==> src/rtl/pypkt_sched.sv <==
// pypkt_sched: payload-path sequencer in front of the payload bit processor.
// Accepts one TX/RX payload job (packet type + byte count), decodes the
// type into coding flags and payload bit length, issues the payload start
// strobe on a 1 us tick, gates the bit-valid strobe while the job runs and
// watches the datapath period flags for completion. Reports done or error
// (unsupported type, watchdog timeout, abort).
//
// Ports:
//   clk_6M, rst            6 MHz clock, synchronous active-high reset
//   p_1us                  1 us tick, one clk_6M cycle wide
//   req, req_rx,
//   req_pk_type,
//   req_lenbyte            job request (sampled only when idle)
//   abort                  cancel the current job
//   py_period,
//   dec_py_period          datapath payload / decode activity flags
//   busy                   job in progress
//   py_st_p                payload start pulse to the datapath
//   pk_type, pylenbit,
//   crcencode, fec31encode,
//   fec32encode, pk_encode,
//   existpyheader, BRss,
//   len_clamped            latched job configuration
//   py_datvalid_p          p_1us gated to START/RUN
//   done_p, err_p,
//   err_code               completion / error report (0 none, 1 type,
//                          2 timeout, 3 abort)
module pypkt_sched #(
  parameter int unsigned TIMEOUT_US = 3200,
  parameter int unsigned WD_W       = 12
) (
  input  logic        clk_6M,
  input  logic        rst,
  input  logic        p_1us,
  input  logic        req,
  input  logic        req_rx,
  input  logic [3:0]  req_pk_type,
  input  logic [9:0]  req_lenbyte,
  input  logic        abort,
  input  logic        py_period,
  input  logic        dec_py_period,
  output logic        busy,
  output logic        py_st_p,
  output logic [3:0]  pk_type,
  output logic [12:0] pylenbit,
  output logic        crcencode,
  output logic        fec31encode,
  output logic        fec32encode,
  output logic        pk_encode,
  output logic        existpyheader,
  output logic        BRss,
  output logic        py_datvalid_p,
  output logic        done_p,
  output logic        err_p,
  output logic [1:0]  err_code,
  output logic        len_clamped
);

  typedef enum logic [2:0] {IDLE, CFG, START, RUN, FIN} state_t;

  localparam logic [1:0] EC_NONE  = 2'd0;
  localparam logic [1:0] EC_TYPE  = 2'd1;
  localparam logic [1:0] EC_TMO   = 2'd2;
  localparam logic [1:0] EC_ABORT = 2'd3;

  // Watchdog fires on the tick that would bring the count to TIMEOUT_US.
  localparam logic [WD_W-1:0] WD_LAST = WD_W'(TIMEOUT_US - 1);

  state_t state, state_nx;
  logic [1:0] fin_code;

  logic        job_rx;
  logic [3:0]  job_type;
  logic [9:0]  job_len;
  logic [WD_W-1:0] wd_cnt;
  logic        seen;

  logic        cfg_ok, cfg_fixed, cfg_crc, cfg_f31, cfg_f32;
  logic [1:0]  cfg_hdr;
  logic [9:0]  cfg_max;
  logic [9:0]  cfg_len;
  logic        cfg_clamp;
  logic [12:0] cfg_bits;

  logic wd_hit, py_done;

  // Packet type table: header bytes, max payload bytes, coding flags.
  // Fixed-length types (NULL/POLL, FHS, HV) ignore the requested length.
  always_comb begin
    cfg_ok    = 1'b1;
    cfg_fixed = 1'b0;
    cfg_hdr   = 2'd0;
    cfg_max   = 10'd0;
    cfg_crc   = 1'b0;
    cfg_f31   = 1'b0;
    cfg_f32   = 1'b0;
    case (job_type)
      4'h0, 4'h1: cfg_fixed = 1'b1;
      4'h2: begin cfg_fixed = 1'b1; cfg_max = 10'd18; cfg_crc = 1'b1; cfg_f32 = 1'b1; end
      4'h3: begin cfg_hdr = 2'd1; cfg_max = 10'd17; cfg_crc = 1'b1; cfg_f32 = 1'b1; end
      4'h4: begin cfg_hdr = 2'd1; cfg_max = 10'd27; cfg_crc = 1'b1; end
      4'h5: begin cfg_fixed = 1'b1; cfg_max = 10'd10; cfg_f31 = 1'b1; end
      4'h6: begin cfg_fixed = 1'b1; cfg_max = 10'd20; cfg_f32 = 1'b1; end
      4'h7: begin cfg_fixed = 1'b1; cfg_max = 10'd30; end
      4'h9: begin cfg_hdr = 2'd1; cfg_max = 10'd29; end
      4'hA: begin cfg_hdr = 2'd2; cfg_max = 10'd121; cfg_crc = 1'b1; cfg_f32 = 1'b1; end
      4'hB: begin cfg_hdr = 2'd2; cfg_max = 10'd183; cfg_crc = 1'b1; end
      4'hE: begin cfg_hdr = 2'd2; cfg_max = 10'd224; cfg_crc = 1'b1; cfg_f32 = 1'b1; end
      4'hF: begin cfg_hdr = 2'd2; cfg_max = 10'd339; cfg_crc = 1'b1; end
      default: begin cfg_ok = 1'b0; cfg_fixed = 1'b1; end
    endcase
  end

  always_comb begin
    cfg_clamp = !cfg_fixed && (job_len > cfg_max);
    cfg_len   = (cfg_fixed || cfg_clamp) ? cfg_max : job_len;
    cfg_bits  = {cfg_len + {8'd0, cfg_hdr}, 3'b000};
  end

  assign wd_hit  = p_1us && (wd_cnt == WD_LAST);
  assign py_done = seen && !py_period && !dec_py_period;

  always_comb begin
    state_nx = state;
    fin_code = EC_NONE;
    case (state)
      IDLE: if (req) state_nx = CFG;
      CFG: begin
        if (abort) begin
          state_nx = FIN;
          fin_code = EC_ABORT;
        end else if (!cfg_ok) begin
          state_nx = FIN;
          fin_code = EC_TYPE;
        end else if (cfg_bits == '0) begin
          state_nx = FIN;
        end else begin
          state_nx = START;
        end
      end
      START: begin
        if (abort) begin
          state_nx = FIN;
          fin_code = EC_ABORT;
        end else if (p_1us) begin
          state_nx = RUN;
        end
      end
      RUN: begin
        if (abort) begin
          state_nx = FIN;
          fin_code = EC_ABORT;
        end else if (wd_hit) begin
          state_nx = FIN;
          fin_code = EC_TMO;
        end else if (py_done) begin
          state_nx = FIN;
        end
      end
      FIN:     state_nx = IDLE;
      default: state_nx = IDLE;
    endcase
  end

  assign busy          = (state != IDLE);
  assign py_st_p       = (state == START) && p_1us;
  assign py_datvalid_p = p_1us && ((state == START) || (state == RUN));

  always_ff @(posedge clk_6M) begin
    if (rst) state <= IDLE;
    else     state <= state_nx;
  end

  always_ff @(posedge clk_6M) begin
    if (rst) begin
      job_rx        <= 1'b0;
      job_type      <= '0;
      job_len       <= '0;
      wd_cnt        <= '0;
      seen          <= 1'b0;
      pk_type       <= '0;
      pylenbit      <= '0;
      crcencode     <= 1'b0;
      fec31encode   <= 1'b0;
      fec32encode   <= 1'b0;
      pk_encode     <= 1'b0;
      existpyheader <= 1'b0;
      BRss          <= 1'b0;
      len_clamped   <= 1'b0;
      done_p        <= 1'b0;
      err_p         <= 1'b0;
      err_code      <= EC_NONE;
    end else begin
      done_p <= 1'b0;
      err_p  <= 1'b0;

      if (state == IDLE && req) begin
        job_rx   <= req_rx;
        job_type <= req_pk_type;
        job_len  <= req_lenbyte;
        err_code <= EC_NONE;
      end

      if (state == CFG) begin
        pk_type       <= job_type;
        pylenbit      <= cfg_bits;
        crcencode     <= cfg_crc;
        fec31encode   <= cfg_f31;
        fec32encode   <= cfg_f32;
        pk_encode     <= ~job_rx;
        existpyheader <= (cfg_hdr != 2'd0);
        BRss          <= (cfg_hdr <= 2'd1);
        len_clamped   <= cfg_clamp;
      end

      if (state == START && p_1us) begin
        wd_cnt <= '0;
        seen   <= 1'b0;
      end else if (state == RUN) begin
        if (p_1us) wd_cnt <= wd_cnt + 1'b1;
        if (py_period || dec_py_period) seen <= 1'b1;
      end

      // Report is registered on entry to FIN so it is visible for exactly
      // the FIN cycle; err_code then holds until the next accepted req.
      if (state != FIN && state_nx == FIN) begin
        if (fin_code == EC_NONE) begin
          done_p <= 1'b1;
        end else begin
          err_p    <= 1'b1;
          err_code <= fin_code;
        end
      end
    end
  end

endmodule

==> config.mk <==
export PLATFORM = sky130hd
export DESIGN_NAME = pypkt_sched
export DESIGN_NICKNAME = d
export VERILOG_FILES = /design/src/rtl/pypkt_sched.sv
export SDC_FILE = /design/constraint.sdc
export NUM_CORES = 1
export LEC_CHECK = 0
export ABC_CLOCK_PERIOD_IN_PS = 6200
export CORE_ASPECT_RATIO = 0.6
export CORE_MARGIN = 5
export CORE_UTILIZATION = 40
export CTS_BUF_LIST = sky130_fd_sc_hd__clkbuf_4 sky130_fd_sc_hd__clkbuf_8
export CTS_CLUSTER_DIAMETER = 120
export CTS_CLUSTER_SIZE = 25
export DETAILED_ROUTE_END_ITERATION = 6
export HOLD_SLACK_MARGIN = 0.1
export SLEW_MARGIN = 20
export SYNTH_ARGS = -nofsm -noshare
export SYNTH_HDL_FRONTEND = slang
export SYNTH_SLANG_ARGS = --single-unit
==> constraint.sdc <==
create_clock -name clk_6M -period 6.2 [get_ports clk_6M]
set_input_delay 1.24 -clock clk_6M [delete_from_list [all_inputs] [get_ports clk_6M]]
set_output_delay 1.24 -clock clk_6M [all_outputs]
set_load 0.01 [all_outputs]
==> results_dict.tcl <==
set metrics [dict create \
    crit_path_cell_trace "nand2_1, inv_1, nand2_1, ha_1, a21o_1, a211oi_4, nand4_2, a21oi_2, nor2_1, a21oi_1, ha_1, inv_1, fa_1, and2b_1, mux2i_1, or3_4, a2111oi_2, nand4_1, a21oi_1" \
    postSynthCellCount 407 \
    status "finished clean" \
    start_kind "flop" \
    ys_seq_area_share_pct 35.9 \
    setup_viol_count_final 0 \
    filler_cell_count 819 \
    start_util_pct 40.4 \
    diodes 0 \
    crit_family "compound AO/OA/AOI/OAI gates" \
    htreeDepth 2 \
    worstHoldStart "pylenbit[11]" \
    slowest_delay_ns 0.69 \
    clk_latency_ns 0.32 \
    maxSlewViolCount 0 \
    port_buffers 49 \
    fin_area_um2 3770 \
    worst_pin_slew_ns 0.841 \
    die_h_um 78.4 \
    rows 25 \
    nets 479 \
    ys.flop_type "dfxtp_1" \
    arrival_ns 5.62 \
    grt_pass1_vias 2556 \
    cts_post_setup_buffers_inserted 0 \
    critPathBufInv 2 \
    fmax_mhz 186 \
    crit_required_ns 6.45 \
    finalHoldViolations 0 \
    grt_antenna_before_repair 0 \
    ys.warnings.count 0 \
    gp_congestion 0.986 \
    clockBufferDepth 2 \
    overflow 0 \
    root_buffer "clkbuf_8" \
    avgSynthCellArea_um2 7.67 \
    setup_tns_ns 0 \
    fin_worst_skew_ns 0.00453 \
    leakage_nw 1.36 \
    post-route-period-util_pct 86.5 \
    synth-edff-count 0 \
    hold_class "flop to flop" \
    hpwl_mm 6.37 \
    wl_per_cell_um 15.0 \
    place_area_um2 3660 \
    wl_mm 8.32 \
    chipWidth_um 124 \
    postRouteAntennaNets 0 \
    ios 53 \
    num_vias 2837 \
    power_density_nw_per_um2 238 \
    power.total_w 0.000898 \
    synth_top_area_cell "dfxtp_1" \
    critPathSlowestCell "dfxtp_1" \
    grt_usage_pct 17.9 \
    dieArea_um2 9730 \
    rsz0062_at_grt "no" \
    cts_resized 0 \
    cts_tree "built" \
    dr.first_iter.drc_count 273 \
    drive_gt1_share_pct 5.84 \
    grt_max_degree 48 \
    cts_buffers 5 \
    synth_seq_cells 56 \
    grt_first_pass_wirelength_mm 13.6 \
    worstSetupPathType "flop to flop" \
    core-area_um2 7730 \
    syn_to_final_growth_pct 20.8 \
    ir_drop_uv 113 \
    worstPathMaxFanout 16 \
    clock-sinks 56 \
    worstReg2RegStart "job_type[1]" \
    syn_area_um2 3120 \
    netlist.area_leader.share_pct 35.9 \
    cts_hold_buf 0 \
    end_kind "flop" \
    r2r_slack_ns 0.84 \
    yosysUniqueCellTypes 48 \
    drv_cap 0 \
    drc 0 \
    yosys-top-cells-area "dfxtp_1, nand2_1, a21oi_1" \
    firstDrtPassIters 4 \
    clkTransAtPathRegs_ns 0.10 \
    synthArstFlopShare_pct 0 \
    fin_util_pct 48.8 \
    crit_path_start "job_type[1]" \
    hold_ws_ns 0.454 \
    relSlewSlack_pct 44.0 \
    viasPerCell 5.13 \
    finalCriticalPeriod_ns 5.36 \
]
-- Yosys cell counts, types with 2 or more instances --
cell,number
a211oi_1,5
nand2b_1,4
buf_4,6
nor2_1,36
nor2b_1,6
a21o_1,3
or2_2,2
o21ai_0,14
xor2_1,8
a2bb2oi_1,2
nand3_1,18
dfxtp_1,56
nand4b_1,2
a211o_1,2
inv_1,12
nand2_1,84
mux2_2,3
nand4_1,6
nand3b_1,4
or3_1,4
a21oi_2,2
nor3_1,7
clkbuf_1,17
o22ai_1,3
mux2i_1,9
a21oi_1,50
and2_1,2
and2b_1,2
ha_1,12
xnor2_1,5
and3_1,4
-- sequential cells by signal, summed over array words and instances (netlist names) --
register	count
pk_encode	1
fec31encode	1
job_rx	1
existpyheader	1
state	3
job_type	4
wd_cnt	12
done_p	1
pk_type	4
seen	1
len_clamped	1
job_len	10
pylenbit	10
err_p	1
BRss	1
crcencode	1
err_code	2
fec32encode	1
-- metal layers --
layer / global-route usage, % / share of wire (%) / up-vias / routed length, µm
li1: - / - / 1467 / -
met3: 5.11 / 8.5 / 5 / 705
met5: 0 / 0 / - / 0
met2: 21.0 / 36 / 80 / 2960
met1: 30.2 / 55 / 1285 / 4590
met4: 3.61 / 0.70 / 0 / 58
-- kinds of logic (layout without fill, tap and decap cells) --
| family | count (synthesis) | count (layout) | share of synthesized area (%) |
|---|---|---|---|
| AOI/OAI and AO/OA | 87 | 87 | 16.7 |
| xor gates and xnor gates | 13 | 13 | 3.65 |
| adders and majority gates | 13 | 13 | 5.45 |
| buffers and inverters | 35 | 71 | 4.93 |
| DFF | 56 | 56 | 35.9 |
| muxes | 13 | 13 | 4.69 |
| other | 1 | 3 | 0.120 |
| and+or+nand+nor | 189 | 189 | 28.5 |
-- through the flow --
stage	setup WS, ns	instances
after floorplan	1.68	409
after global placement	1.06	545
after detailed placement	0.885	545
after CTS	0.871	553
after global routing	0.351	553
final	0.836	553
-- path summary, 6_finish.rpt --
check        depth (start not counted)           end
min reg2reg                          2  pylenbit[11]
min                                  2  pylenbit[11]
max reg2reg                         19        done_p
max                                 19        done_p
-- power breakdown --
group          total (W)  internal, W  switching, W
combinational   0.000247     0.000111      0.000136
clock           0.000244     0.000124      0.000120
sequential      0.000408     0.000381     0.0000268
total           0.000898     0.000616      0.000282
-- cell usage in the layout, fill, tap and decap left out, drive strengths merged, types with 3 or more instances in the layout --
cell           instances
a211oi                 6
a21o                   3
a21oi                 52
and2                   3
and3                   4
clkbuf                 6
clkdlybuf4s50         49
conb                   3
dfxtp                 56
ha                    12
inv                   12
mux2                   3
mux2i                 10
nand2                 85
nand2b                 4
nand3                 18
nand3b                 4
nand4                  7
nor2                  36
nor2b                  6
nor3                   7
o21ai                 14
o22ai                  3
or3                    5
xnor2                  5
xor2                   8
-- worst register-to-register path, cell delays in order, from the launching register on --
cell	delay, ns
dfxtp_1	0.69
nand2_1	0.26
inv_1	0.23
nand2_1	0.12
ha_1	0.20
a21o_1	0.20
a211oi_4	0.32
nand4_2	0.20
a21oi_2	0.54
nor2_1	0.08
a21oi_1	0.16
ha_1	0.19
inv_1	0.05
fa_1	0.46
and2b_1	0.25
mux2i_1	0.13
or3_4	0.44
a2111oi_2	0.42
nand4_1	0.19
a21oi_1	0.18
-- cell type report --
| cell class | count | area (µm²) | share of cell area (%) |
|---|---|---|---|
| clock inverter | 2 | 35.0 | 0.928 |
| timing repair buffer | 51 | 505 | 13.4 |
| tap | 108 | 135 | 3.58 |
| inverter | 12 | 45.0 | 1.19 |
| clock buffer | 6 | 76.3 | 2.02 |
| sequential | 56 | 1120 | 29.7 |
| multi-input combinational | 318 | 1860 | 49.2 |
No activity file was read; power rests on OpenSTA's default activity.
